File: config.mk
export PLATFORM = sky130hd
export DESIGN_NAME = pe_dma_mem_arbiter
export DESIGN_NICKNAME = d
export VERILOG_FILES = /design/src/rtl/pe_dma_arb_pkg.sv /design/src/rtl/pe_dma_tag_fifo.sv /design/src/rtl/pe_dma_mem_arbiter.sv
export SDC_FILE = /design/constraint.sdc
export NUM_CORES = 1
export LEC_CHECK = 0
export CORE_AREA = 8 8 224 226
export DETAILED_ROUTE_END_ITERATION = 10
export DIE_AREA = 0 0 232 234
export PLACE_DENSITY = 0.57
export SETUP_SLACK_MARGIN = 0.15
export SLEW_MARGIN = 20
export SYNTH_ARGS = -nofsm -noshare
export SYNTH_HDL_FRONTEND = slang
export SYNTH_SLANG_ARGS = --single-unit
export TNS_END_PERCENT = 5
File: constraint.sdc
create_clock -name clk -period 6.15 [get_ports clk]
set_input_delay 1.23 -clock clk [delete_from_list [all_inputs] [get_ports clk]]
set_output_delay 1.23 -clock clk [all_outputs]
set_load 0.005 [all_outputs]
File: src/rtl/pe_dma_arb_pkg.sv
`default_nettype none
// ============================================================================
// Module   : pe_dma_arb_pkg
// Purpose  : Shared types, default widths and round-robin helper for the
//            PE DMA-to-memory arbiter.
// Revision : 1.0 - initial release
// ============================================================================
package pe_dma_arb_pkg;

  localparam int unsigned MAX_CHAN            = 16;
  localparam int unsigned DEF_NUM_CHAN        = 4;
  localparam int unsigned DEF_ADDR_W          = 24;
  localparam int unsigned DEF_DATA_W          = 64;
  localparam int unsigned DEF_MAX_OUTSTANDING = 8;

  typedef enum logic [0:0] {
    IDLE_RR = 1'b0,
    LOCKED  = 1'b1
  } arb_state_e;

  // First requester at or after ptr, wrapping at n; returns ptr when nobody requests.
  function automatic logic [3:0] rr_pick(input logic [MAX_CHAN-1:0] req,
                                         input logic [3:0]          ptr,
                                         input int unsigned         n);
    logic       found;
    logic [4:0] sum;
    rr_pick = ptr;
    found   = 1'b0;
    for (int unsigned k = 0; k < MAX_CHAN; k++) begin
      if (k < n) begin
        sum = {1'b0, ptr} + 5'(k);
        if (sum >= 5'(n)) sum = sum - 5'(n);
        if (!found && req[sum[3:0]]) begin
          found   = 1'b1;
          rr_pick = sum[3:0];
        end
      end
    end
  endfunction

endpackage
`default_nettype wire

File: src/rtl/pe_dma_tag_fifo.sv
`default_nettype none
// ============================================================================
// Module   : pe_dma_tag_fifo
// Purpose  : Synchronous FIFO holding the channel tag of every read still
//            waiting for its memory response.
// Revision : 1.0 - initial release
// ============================================================================
module pe_dma_tag_fifo #(
  parameter int unsigned WIDTH = 2,
  parameter int unsigned DEPTH = 8
) (
  input  logic             clk,
  input  logic             rst,
  input  logic             i_push,
  input  logic [WIDTH-1:0] i_push_data,
  input  logic             i_pop,
  output logic [WIDTH-1:0] o_pop_data,
  output logic             o_full,
  output logic             o_empty
);

  localparam int unsigned PTR_W = $clog2(DEPTH);

  logic [WIDTH-1:0] mem_q [DEPTH];
  logic [WIDTH-1:0] mem_d [DEPTH];
  logic [PTR_W-1:0] wr_ptr_q, wr_ptr_d, rd_ptr_q, rd_ptr_d;
  logic [PTR_W:0]   count_q, count_d;
  logic             w_push_ok, w_pop_ok;

  assign o_full     = (count_q == (PTR_W+1)'(DEPTH));
  assign o_empty    = (count_q == '0);
  assign o_pop_data = mem_q[rd_ptr_q];

  // Pointer, occupancy and storage update; full/empty judged on the current count.
  always_comb begin
    w_push_ok = i_push & ~o_full;
    w_pop_ok  = i_pop & ~o_empty;
    mem_d     = mem_q;
    wr_ptr_d  = wr_ptr_q;
    rd_ptr_d  = rd_ptr_q;
    count_d   = count_q;
    if (w_push_ok) begin
      mem_d[wr_ptr_q] = i_push_data;
      wr_ptr_d        = wr_ptr_q + PTR_W'(1);
    end
    if (w_pop_ok) rd_ptr_d = rd_ptr_q + PTR_W'(1);
    if (w_push_ok && !w_pop_ok)      count_d = count_q + (PTR_W+1)'(1);
    else if (!w_push_ok && w_pop_ok) count_d = count_q - (PTR_W+1)'(1);
  end

  // Register pointers and count; storage needs no reset since empty masks it.
  always_ff @(posedge clk) begin
    mem_q <= mem_d;
    if (rst) begin
      wr_ptr_q <= '0;
      rd_ptr_q <= '0;
      count_q  <= '0;
    end else begin
      wr_ptr_q <= wr_ptr_d;
      rd_ptr_q <= rd_ptr_d;
      count_q  <= count_d;
    end
  end

endmodule
`default_nettype wire

File: src/rtl/pe_dma_mem_arbiter.sv
`default_nettype none
// ============================================================================
// Module   : pe_dma_mem_arbiter
// Purpose  : Round-robin, burst-locking arbiter of NUM_CHAN DMA request
//            streams onto one memory port, with in-order read response
//            routing back to the originating channel.
// Revision : 1.0 - initial release
// ============================================================================
module pe_dma_mem_arbiter
  import pe_dma_arb_pkg::*;
#(
  parameter int unsigned NUM_CHAN        = DEF_NUM_CHAN,
  parameter int unsigned ADDR_W          = DEF_ADDR_W,
  parameter int unsigned DATA_W          = DEF_DATA_W,
  parameter int unsigned MAX_OUTSTANDING = DEF_MAX_OUTSTANDING
) (
  input  logic                         clk,
  input  logic                         reset_poweron,
  input  logic [NUM_CHAN-1:0]          dma_req_valid,
  input  logic [NUM_CHAN-1:0]          dma_req_wr,
  input  logic [NUM_CHAN-1:0]          dma_req_last,
  input  logic [NUM_CHAN*ADDR_W-1:0]   dma_req_addr,
  input  logic [NUM_CHAN*DATA_W-1:0]   dma_req_wdata,
  output logic [NUM_CHAN-1:0]          dma_req_ready,
  output logic                         mem_req_valid,
  output logic                         mem_req_wr,
  output logic [ADDR_W-1:0]            mem_req_addr,
  output logic [DATA_W-1:0]            mem_req_wdata,
  input  logic                         mem_req_ready,
  input  logic                         mem_rsp_valid,
  input  logic [DATA_W-1:0]            mem_rsp_data,
  output logic [NUM_CHAN-1:0]          dma_rsp_valid,
  output logic [DATA_W-1:0]            dma_rsp_data,
  output logic                         err_rsp_unexpected
);

  localparam int unsigned      TAG_W       = $clog2(NUM_CHAN);
  localparam logic [TAG_W-1:0] c_last_chan = TAG_W'(NUM_CHAN - 1);

  arb_state_e          state_q, state_d;
  logic [TAG_W-1:0]    rr_ptr_q, rr_ptr_d, lock_chan_q, lock_chan_d;
  logic                mem_req_valid_q, mem_req_valid_d, mem_req_wr_q, mem_req_wr_d;
  logic [ADDR_W-1:0]   mem_req_addr_q, mem_req_addr_d;
  logic [DATA_W-1:0]   mem_req_wdata_q, mem_req_wdata_d;
  logic [NUM_CHAN-1:0] rsp_valid_q, rsp_valid_d;
  logic [DATA_W-1:0]   rsp_data_q, rsp_data_d;
  logic                err_q, err_d;

  logic [TAG_W-1:0]    w_grant_idx, w_head_tag;
  logic                w_grant_any, w_can_load, w_hs, w_push, w_pop;
  logic                w_tag_full, w_tag_empty;
  logic                w_sel_wr, w_sel_last;
  logic [ADDR_W-1:0]   w_sel_addr;
  logic [DATA_W-1:0]   w_sel_wdata;

  assign mem_req_valid      = mem_req_valid_q;
  assign mem_req_wr         = mem_req_wr_q;
  assign mem_req_addr       = mem_req_addr_q;
  assign mem_req_wdata      = mem_req_wdata_q;
  assign dma_rsp_valid      = rsp_valid_q;
  assign dma_rsp_data       = rsp_data_q;
  assign err_rsp_unexpected = err_q;

  // Grant selection: locked channel wins unconditionally, otherwise round-robin.
  always_comb begin
    if (state_q == LOCKED) begin
      w_grant_idx = lock_chan_q;
      w_grant_any = 1'b1;
    end else begin
      w_grant_idx = TAG_W'(rr_pick(MAX_CHAN'(dma_req_valid), 4'(rr_ptr_q), NUM_CHAN));
      w_grant_any = |dma_req_valid;
    end
  end

  assign w_can_load = ~mem_req_valid_q | mem_req_ready;

  // A read stalls on a full tag FIFO without passing the grant to anyone else.
  for (genvar i = 0; i < NUM_CHAN; i++) begin : g_ready
    assign dma_req_ready[i] = w_grant_any && (w_grant_idx == TAG_W'(i)) && w_can_load
                              && (dma_req_wr[i] || !w_tag_full);
  end

  assign w_hs = |(dma_req_valid & dma_req_ready);

  // Mux out the granted channel's request fields.
  always_comb begin
    w_sel_wr    = 1'b0;
    w_sel_last  = 1'b0;
    w_sel_addr  = '0;
    w_sel_wdata = '0;
    for (int unsigned i = 0; i < NUM_CHAN; i++) begin
      if (w_grant_idx == TAG_W'(i)) begin
        w_sel_wr    = dma_req_wr[i];
        w_sel_last  = dma_req_last[i];
        w_sel_addr  = dma_req_addr[i*ADDR_W +: ADDR_W];
        w_sel_wdata = dma_req_wdata[i*DATA_W +: DATA_W];
      end
    end
  end

  // Arbiter next state: lock on a non-last beat, advance the RR pointer on the last.
  always_comb begin
    state_d     = state_q;
    rr_ptr_d    = rr_ptr_q;
    lock_chan_d = lock_chan_q;
    if (w_hs) begin
      if (w_sel_last) begin
        state_d  = IDLE_RR;
        rr_ptr_d = (w_grant_idx == c_last_chan) ? '0 : w_grant_idx + TAG_W'(1);
      end else begin
        state_d     = LOCKED;
        lock_chan_d = w_grant_idx;
      end
    end
  end

  // Arbiter state register.
  always_ff @(posedge clk) begin
    if (reset_poweron) begin
      state_q     <= IDLE_RR;
      rr_ptr_q    <= '0;
      lock_chan_q <= '0;
    end else begin
      state_q     <= state_d;
      rr_ptr_q    <= rr_ptr_d;
      lock_chan_q <= lock_chan_d;
    end
  end

  assign w_push = w_hs & ~w_sel_wr;
  assign w_pop  = mem_rsp_valid & ~w_tag_empty;

  pe_dma_tag_fifo #(
    .WIDTH (TAG_W),
    .DEPTH (MAX_OUTSTANDING)
  ) u_tag_fifo (
    .clk         (clk),
    .rst         (reset_poweron),
    .i_push      (w_push),
    .i_push_data (w_grant_idx),
    .i_pop       (w_pop),
    .o_pop_data  (w_head_tag),
    .o_full      (w_tag_full),
    .o_empty     (w_tag_empty)
  );

  // Output request register and response/error path next values.
  always_comb begin
    mem_req_valid_d = mem_req_valid_q;
    mem_req_wr_d    = mem_req_wr_q;
    mem_req_addr_d  = mem_req_addr_q;
    mem_req_wdata_d = mem_req_wdata_q;
    if (w_can_load) begin
      mem_req_valid_d = w_hs;
      if (w_hs) begin
        mem_req_wr_d    = w_sel_wr;
        mem_req_addr_d  = w_sel_addr;
        mem_req_wdata_d = w_sel_wdata;
      end
    end
    rsp_valid_d = '0;
    rsp_data_d  = rsp_data_q;
    if (w_pop) begin
      rsp_valid_d = NUM_CHAN'(1) << w_head_tag;
      rsp_data_d  = mem_rsp_data;
    end
    err_d = err_q | (mem_rsp_valid & w_tag_empty);
  end

  // Datapath registers.
  always_ff @(posedge clk) begin
    if (reset_poweron) begin
      mem_req_valid_q <= 1'b0;
      mem_req_wr_q    <= 1'b0;
      mem_req_addr_q  <= '0;
      mem_req_wdata_q <= '0;
      rsp_valid_q     <= '0;
      rsp_data_q      <= '0;
      err_q           <= 1'b0;
    end else begin
      mem_req_valid_q <= mem_req_valid_d;
      mem_req_wr_q    <= mem_req_wr_d;
      mem_req_addr_q  <= mem_req_addr_d;
      mem_req_wdata_q <= mem_req_wdata_d;
      rsp_valid_q     <= rsp_valid_d;
      rsp_data_q      <= rsp_data_d;
      err_q           <= err_d;
    end
  end

endmodule
`default_nettype wire

# Word level (Yosys, flattened, before mapping)
# Index checks and enable logic that the tools add are counted.
dict set report op_classes {
  n_bitwise 16
  n_lt_le_gt_ge 11
  n_shift 1
  add_sub_neg 12
  n_reduce_logical 37
  eq_ne 4
  n_mux 54
}
# cell count
set op_table {}
lappend op_table {{$mux 64} 4}
lappend op_table {{$mux 24} 4}
lappend op_table {{$mux 4} 10}
lappend op_table {{$lt 4x5->1 const B} 4}
lappend op_table {{$mux 1} 20}
lappend op_table {{$logic_and 1x1->1} 18}
lappend op_table {{$mux 2} 9}
lappend op_table {{$bmux 1 s4} 4}
lappend op_table {{$bwmux 16} 1}
lappend op_table {{$sub 3x3->4 const B} 3}
lappend op_table {{$ge 3x3->1 const B} 3}
lappend op_table {{$ge 4x4->1 const B} 2}
lappend op_table {{$not 3->4} 2}
lappend op_table {{$reduce_or 4->1} 2}
lappend op_table {{$add 2x2->3 const B} 2}
lappend op_table {{$add 3x1->3 const B} 2}
lappend op_table {{$bmux 2 s3} 1}
lappend op_table {{$demux 2 s3} 1}
lappend op_table {{$logic_not 1->1} 6}
lappend op_table {{$not 1->1} 6}
lappend op_table {{$reduce_and 2->1} 3}
lappend op_table {{$and 1x1->1} 5}
lappend op_table {{$add 4x1->4 const B} 1}
lappend op_table {{$and 4x4->4} 1}
lappend op_table {{16 further kinds} 21}
dict set report totals {
  input_bits 432
  regBits 190
}

# Depth between registers and ports, before layout
dict set report logic_depth {
  ltp_word 31
  ltp_mapped 24
  depth_no_buf 22
}

# By module
# Synthesis repeated with hierarchy kept, for this count alone.
dict set report unflattened {
  hier_cells 1294
  area_unflattened_um2 10358.7
}
# mod instances cells_per_inst area_per_inst_um2 seq_area_each_um2
set modules_own_cells {}
lappend modules_own_cells {pe_dma_mem_arbiter 1 1202 9150.0 3283.1}
lappend modules_own_cells {pe_dma_tag_fifo 1 92 1208.7 680.7}

# Worst setup path after synthesis
# Ideal clock, no wire load.
dict set report synth_timing {
  path_type {input to register}
  from {input dma_req_valid[1]}
  to {register u_tag_fifo.count_q[3]}
  arrival_ns 5.460
  t_required_ns 6.080
  slack_ns 0.619
  setup_time_ns 0.070
  cell_stages 19
  cell_sequence {mux4_2 nor4_1 mux2_2 o21ai_0 ha_1 clkbuf_1 nor2b_1 a311oi_1 a21oi_1 nand3_1 inv_2 ha_1 inv_1 ha_1 a21o_1 a21oi_1 xnor2_1 or3_1 a21oi_1}
}
dict set report synth_via {
  elab_chain_len 27
  elab_cells_between_ends 57
  classes_between {eq/ne (3); mux (25); bitwise (4); reduce/logical (25)}
}
# element line
set synth_rtl {}
lappend synth_rtl {{start, declared} pe_dma_mem_arbiter.sv:19} ;# input logic [NUM_CHAN-1:0] dma_req_valid,
lappend synth_rtl {{$bmux 1 s4} pe_dma_arb_pkg.sv:33} ;# if (!found && req[sum[3:0]]) begin
lappend synth_rtl {{$mux 1 (not written as such)} pe_dma_arb_pkg.sv:33}
lappend synth_rtl {{$mux 1} pe_dma_arb_pkg.sv:33}
lappend synth_rtl {{$mux 1} pe_dma_mem_arbiter.sv:66} ;# if (state_q == LOCKED) begin
lappend synth_rtl {{$logic_not 1->1} pe_dma_arb_pkg.sv:33}
lappend synth_rtl {{$logic_and 1x1->1} pe_dma_arb_pkg.sv:33}
lappend synth_rtl {{$mux 1} pe_dma_arb_pkg.sv:33}
lappend synth_rtl {{$mux 1} pe_dma_mem_arbiter.sv:66}
lappend synth_rtl {{(+8 left out)} -}
lappend synth_rtl {{net u_tag_fifo.i_push_data[1]} pe_dma_tag_fifo.sv:15} ;# input logic [WIDTH-1:0] i_push_data,
lappend synth_rtl {{(+4 left out)} -}
lappend synth_rtl {{$and 4x4->4 / $mux 1 (equally long branches)} {pe_dma_mem_arbiter.sv:83, pe_dma_mem_arbiter.sv:92}}
lappend synth_rtl {{$reduce_or 4->1 / $not 1->1 (equally long branches)} {pe_dma_mem_arbiter.sv:83, pe_dma_mem_arbiter.sv:130}}
lappend synth_rtl {{$and 1x1->1 *} pe_dma_mem_arbiter.sv:130} ;# assign w_push = w_hs & ~w_sel_wr;
lappend synth_rtl {{$and 1x1->1 *} pe_dma_tag_fifo.sv:36} ;# w_push_ok = i_push & ~o_full;
lappend synth_rtl {{net u_tag_fifo.w_push_ok} pe_dma_tag_fifo.sv:28} ;# logic w_push_ok, w_pop_ok;
lappend synth_rtl {{$logic_not 1->1} pe_dma_tag_fifo.sv:48} ;# else if (!w_push_ok && w_pop_ok) count_d = count_q - (PTR_W+1)'(1);
lappend synth_rtl {{$logic_and 1x1->1} pe_dma_tag_fifo.sv:48}
lappend synth_rtl {{$reduce_bool 2->1 (no line)} -}
lappend synth_rtl {{end signal, assigned} pe_dma_tag_fifo.sv:61} ;# count_q <= count_d;
lappend synth_rtl {{end, declared} pe_dma_tag_fifo.sv:27} ;# logic [PTR_W:0] count_q, count_d;
# Mark *: on every way through the listed nets, which the timed path passes. The rest lies on a longest branch. The select of a mux whose other input is x is not followed.
# A chain may end at the register's enable or synchronous reset.

# Worst setup path in the final report
dict set report layout_timing {
  from {input dma_req_valid[2]}
  to {output dma_req_ready[2]}
}
dict set report layout_via {
  elab_chain_len 20
  elab_cells_between_ends 31
  classes_between {eq/ne (1); mux (20); reduce/logical (10)}
}
# element line
set layout_rtl {}
lappend layout_rtl {{$bmux 1 s4} pe_dma_arb_pkg.sv:33}
lappend layout_rtl {{$mux 1 (not written as such)} pe_dma_arb_pkg.sv:33}
lappend layout_rtl {{$mux 1} pe_dma_arb_pkg.sv:33}
lappend layout_rtl {{$mux 1} pe_dma_mem_arbiter.sv:66}
lappend layout_rtl {{$logic_not 1->1} pe_dma_arb_pkg.sv:33}
lappend layout_rtl {{$logic_and 1x1->1} pe_dma_arb_pkg.sv:33}
lappend layout_rtl {{$mux 1} pe_dma_arb_pkg.sv:33}
lappend layout_rtl {{$mux 1} pe_dma_mem_arbiter.sv:66}
lappend layout_rtl {{(+3 left out)} -}
lappend layout_rtl {{$mux 1} pe_dma_mem_arbiter.sv:66}
lappend layout_rtl {{$logic_not 1->1} pe_dma_arb_pkg.sv:33}
lappend layout_rtl {{$logic_and 1x1->1} pe_dma_arb_pkg.sv:33}
lappend layout_rtl {{$mux 2} pe_dma_arb_pkg.sv:33}
lappend layout_rtl {{$mux 2} pe_dma_mem_arbiter.sv:66}
lappend layout_rtl {{$eq 2x2->1} pe_dma_mem_arbiter.sv:79} ;# assign dma_req_ready[i] = w_grant_any && (w_grant_idx == TAG_W'(i)) && w_can_load
lappend layout_rtl {{$logic_and 1x1->1 * (2 in a row)} pe_dma_mem_arbiter.sv:79}
lappend layout_rtl {{$logic_and 1x1->1 *} pe_dma_mem_arbiter.sv:80} ;# && (dma_req_wr[i] || !w_tag_full);
lappend layout_rtl {{end, declared} pe_dma_mem_arbiter.sv:24} ;# output logic [NUM_CHAN-1:0] dma_req_ready,
# Every way passes the cells marked *; elsewhere a longest branch is shown, timed or not. The select of a mux whose other input is x is not followed.

==> PnR_summary.wiki <==
{| class="wikitable"
! Metric !! Value
|-
| Outcome || completed
|-
| Share of post-route cells with drive strength above 1 || 8.320%
|-
| Switching part of the total || 43.43%
|-
| Number of synthesized flops with an enable pin || 16
|-
| Post-route worst hold slack || 455.6 ps
|-
| Number of antenna violations at the first check in global routing || 12
|-
| Largest area contributor in the netlist || dfxtp_1
|-
| Worst path max stage delay || 550 ps
|-
| Final HPWL DP || 40000 µm
|-
| Most common cell in the synthesized netlist || nand2_1
|-
| Upper clock frequency limit || 0.1769 GHz
|-
| Hold violation total from the final report || 0
|-
| Root Buffer Master || clkbuf_16
|-
| Top cells by instance count after synthesis || 313 x nand2_1, 249 x a21oi_1, 174 x dfxtp_1
|-
| Summed instance area of the synthesized netlist || 0.01058 mm²
|-
| CTS tree || yes
|-
| Compound-gate portion of the synthesized area || 28.29%
|-
| Distinct cells, synth || 46
|-
| Number of nets in the synthesized netlist || 1820
|-
| Internal power consumption || 4.121 mW
|-
| Synth-to-layout area growth || 66.12%
|-
| Sum of buffers and inverters on the critical path || 2
|-
| Post-route minimum period || 5652 ps
|-
| Share of synthesized area spent on multiplexers || 2.731%
|-
| Worst-path clk slew || 80 ps
|-
| Max FO, Critical Path || 10
|-
| Clock Latency Late Sink || 470 ps
|-
| Final Instance Count excl. Fillers || 2505
|-
| Die footprint || 0.05429 mm²
|-
| Final ANT Viol Nets || 0
|-
| CP Data Required Time || 4920 ps
|-
| RSZ-0062 raised after global routing || no
|-
| Top delay family on crit path || buffers and inverters
|-
| Global placer's final weighted congestion || ~0.85
|-
| Post-CTS Setup Inserts || 0
|-
| Final total power || approximately 7.3 mW
|-
| Hold buffer count at CTS || 0
|-
| Fin crit share || 91.91%
|-
| Drt first-iter violations || 654
|-
| Worst setup path category || in2out
|-
| Top cells by area in the synthesized netlist || dfxtp_1 33%, a21oi_1 12%, nand2_1 11%
|-
| Post-Syn Instances || 1374
|-
| Seq/Total Area, Yosys || 37.46%
|-
| Number of max-slew violations in the final report || 0
|-
| Sink count of the clock tree || 190
|-
| Arrival time of the worst setup path || 4420 ps
|-
| Adder-cell area share of the yosys netlist || 1.726%
|-
| Largest family of logic cells by synthesized area || compound AO/OA/AOI/OAI gates
|-
| IR Drop Worst-Case VDD || 0.0003507 V
|-
| Routed via count || around 12k
|-
| Area of the placeable core || between 0.04 and 0.05 mm²
|-
| FF+latch count, synth || between 150 and 200
|-
| Grt ovf || 0
|-
| Count of port buffers added during placement || between 500 and 600
|-
| Wire length per cell || 20.67 µm
|-
| Area share of the leading cell type in the synthesized netlist || 32.92%
|-
| Via-to-Cell Ratio || 4.730
|-
| Standard cell with the maximum stage delay on the critical path || clkdlybuf4s50_1
|-
| Clock skew after layout || 14.32 ps
|-
| Relative contribution of the clock network to total power || 16.6%
|-
| Total routed wirelength || 51790 µm
|-
| Placed cells || 2470
|-
| Setup violations, final || 0
|-
| TritonCTS Buffers || 17
|-
| Logic gate share of total power || 59.0%
|-
| Average instance area after synthesis || between 7 and 8 µm²
|-
| Largest net degree at the start of global routing || around 140
|-
| Top-Level Pins || 595
|-
| Chip Width || 232 µm
|-
| Power dissipated by switching net loads || 3.163 mW
|-
| Setup tns final || 0 ps
|-
| Area share of and/or/nand/nor cells after synthesis || 23.52%
|-
| Cell repeated most along the worst path || clkdlybuf4s50_1
|-
| Slew at the pin closest to its max-slew limit || 990.3 ps
|-
| Sequential share of power || 24.3%
|-
| Worst slew margin relative to its limit || 33.98%
|-
| Remaining DRCs || 0
|-
| Vias in the first global route || 11.80k
|-
| Critical path endpoint category || primary output
|-
| Count of instances resized after the clock tree is built || 0
|-
| First-pass detailed-route iteration total || 5
|-
| Leakage power || around 6 nW
|-
| Number of fillers in the final layout || 4856
|-
| Initial standard-cell utilization of the core || between 20% and 30%
|-
| Number of buffers between clock root and the deepest sink || 2
|-
| Setup slack, reg-to-reg || 980 ps
|-
| Rows || 80
|-
| Max Cap Violations || 0
|-
| Final nets || 2320
|-
| Die extent in y || ~230 µm
|-
| Yosys warns || 0
|-
| Prevailing post-synth register cell || dfxtp_1
|-
| First-pass GRT wire length || 75390 µm
|-
| Synth Area in XOR/XNOR || less than 1%
|-
| Total number of H-tree levels || 4
|-
| Pwr Density || 414.3 mW/mm²
|-
| Worst path cell trace || clkdlybuf4s50_1 -> mux4_2 -> o211ai_1 -> mux2i_1 -> nor3_1 -> a21oi_1 -> ha_4 -> o21ai_0 -> nor2_1 -> clkdlybuf4s50_1
|-
| Hold/Removal Path Class || reg2reg
|-
| Global router's overall resource usage || between 10% and 20%
|-
| Share of synthesized flip-flops with an asynchronous set or reset || 0%
|-
| Launching element type of the critical path || input port
|}
[worst min-delay path: stages, from the launching register on]
cell,delay (ps)
dfxtp_1,310
nand2_1,50
a21oi_1,50
[logic make-up (layout without fill, tap and decap cells)]
logic type,after synthesis,count (layout)
other cells,0,3
buf+inv,139,652
xor+xnor,6,6
fa+ha+maj,14,14
compound gates,453,453
flops,190,190
simple gates,550,550
mux,22,22
[sequential cells by signal (all words and copies together), names as in the netlist, 2 cells and up]
signal / flops
lock_chan_q: 2
mem_req_wdata: 64
rr_ptr_q: 2
u_tag_fifo.wr_ptr_q: 3
mem_req_addr: 24
u_tag_fifo.mem_q: 16
dma_rsp_valid: 4
u_tag_fifo.count_q: 4
u_tag_fifo.rd_ptr_q: 3
dma_rsp_data: 64
[metrics by stage]
step | worst slack [ps] | instance area, µm² | util [%]
global placement | 255.4 | 16930 | 36.15
floorplan | 619.4 | 10580 | -
detailed placement | 220.9 | 16930 | 36.15
CTS | 516.4 | 17570 | 37.51
global route | 333.9 | 17580 | 37.52
finish | 497.8 | 17580 | 37.53
[area by class of cell]
cell class	count	area (µm²)	share of cell area [%]
timing repair buffer	612	6095	34.67
multi-input combinational	1045	6076	34.56
sequential	190	3964	22.55
tap	615	769.5	4.377
clock buffer	17	425.4	2.420
clock inverter	15	212.7	1.210
inverter	8	30.03	0.1708
antenna	3	7.507	0.04270
[final timing paths]
check	endpoint	depth (start not counted)	startpoint
min reg2reg	dma_rsp_data[44]	2	dma_rsp_data[44]
max reg2reg	u_tag_fifo.count_q[3]	22	rr_ptr_q[1]
min	dma_rsp_data[44]	2	dma_rsp_data[44]
max	dma_req_ready[2]	10	dma_req_valid[2]
[placed cells by master, fill, tap and decap left out, types with 5 or more instances in the layout]
master,n
a21oi_1,249
buf_4,17
clkbuf_16,17
clkdlybuf4s50_1,593
dfxtp_1,174
edfxtp_1,16
ha_1,9
inv_1,6
inv_8,7
mux2_2,5
mux2i_1,12
mux4_2,5
nand2_1,313
nand3b_1,91
nor2_1,118
nor3_1,6
o211ai_1,7
o211ai_2,84
o21ai_0,7
o21ai_1,87
[power groups by stage]
stage          registers (mW)  logic (mW)  clock network, mW
6_report                 1.77        4.30               1.21
5_1_grt                  1.81        4.73               1.31
4_1_cts                  1.77        4.34               1.26
3_5_place_dp             1.79        4.32                  0
3_3_place_gp             1.78        4.29                  0
2_1_floorplan            1.78        2.69                  0
[layer usage]
metal | GRT usage, % | part of all wire [%]
met5 | 0 | 0.25
met4 | 5.115 | 2.0
met3 | 7.367 | 9.6
met2 | 30.95 | 48
met1 | 20.86 | 40
Power figures use the tool's default switching activity.
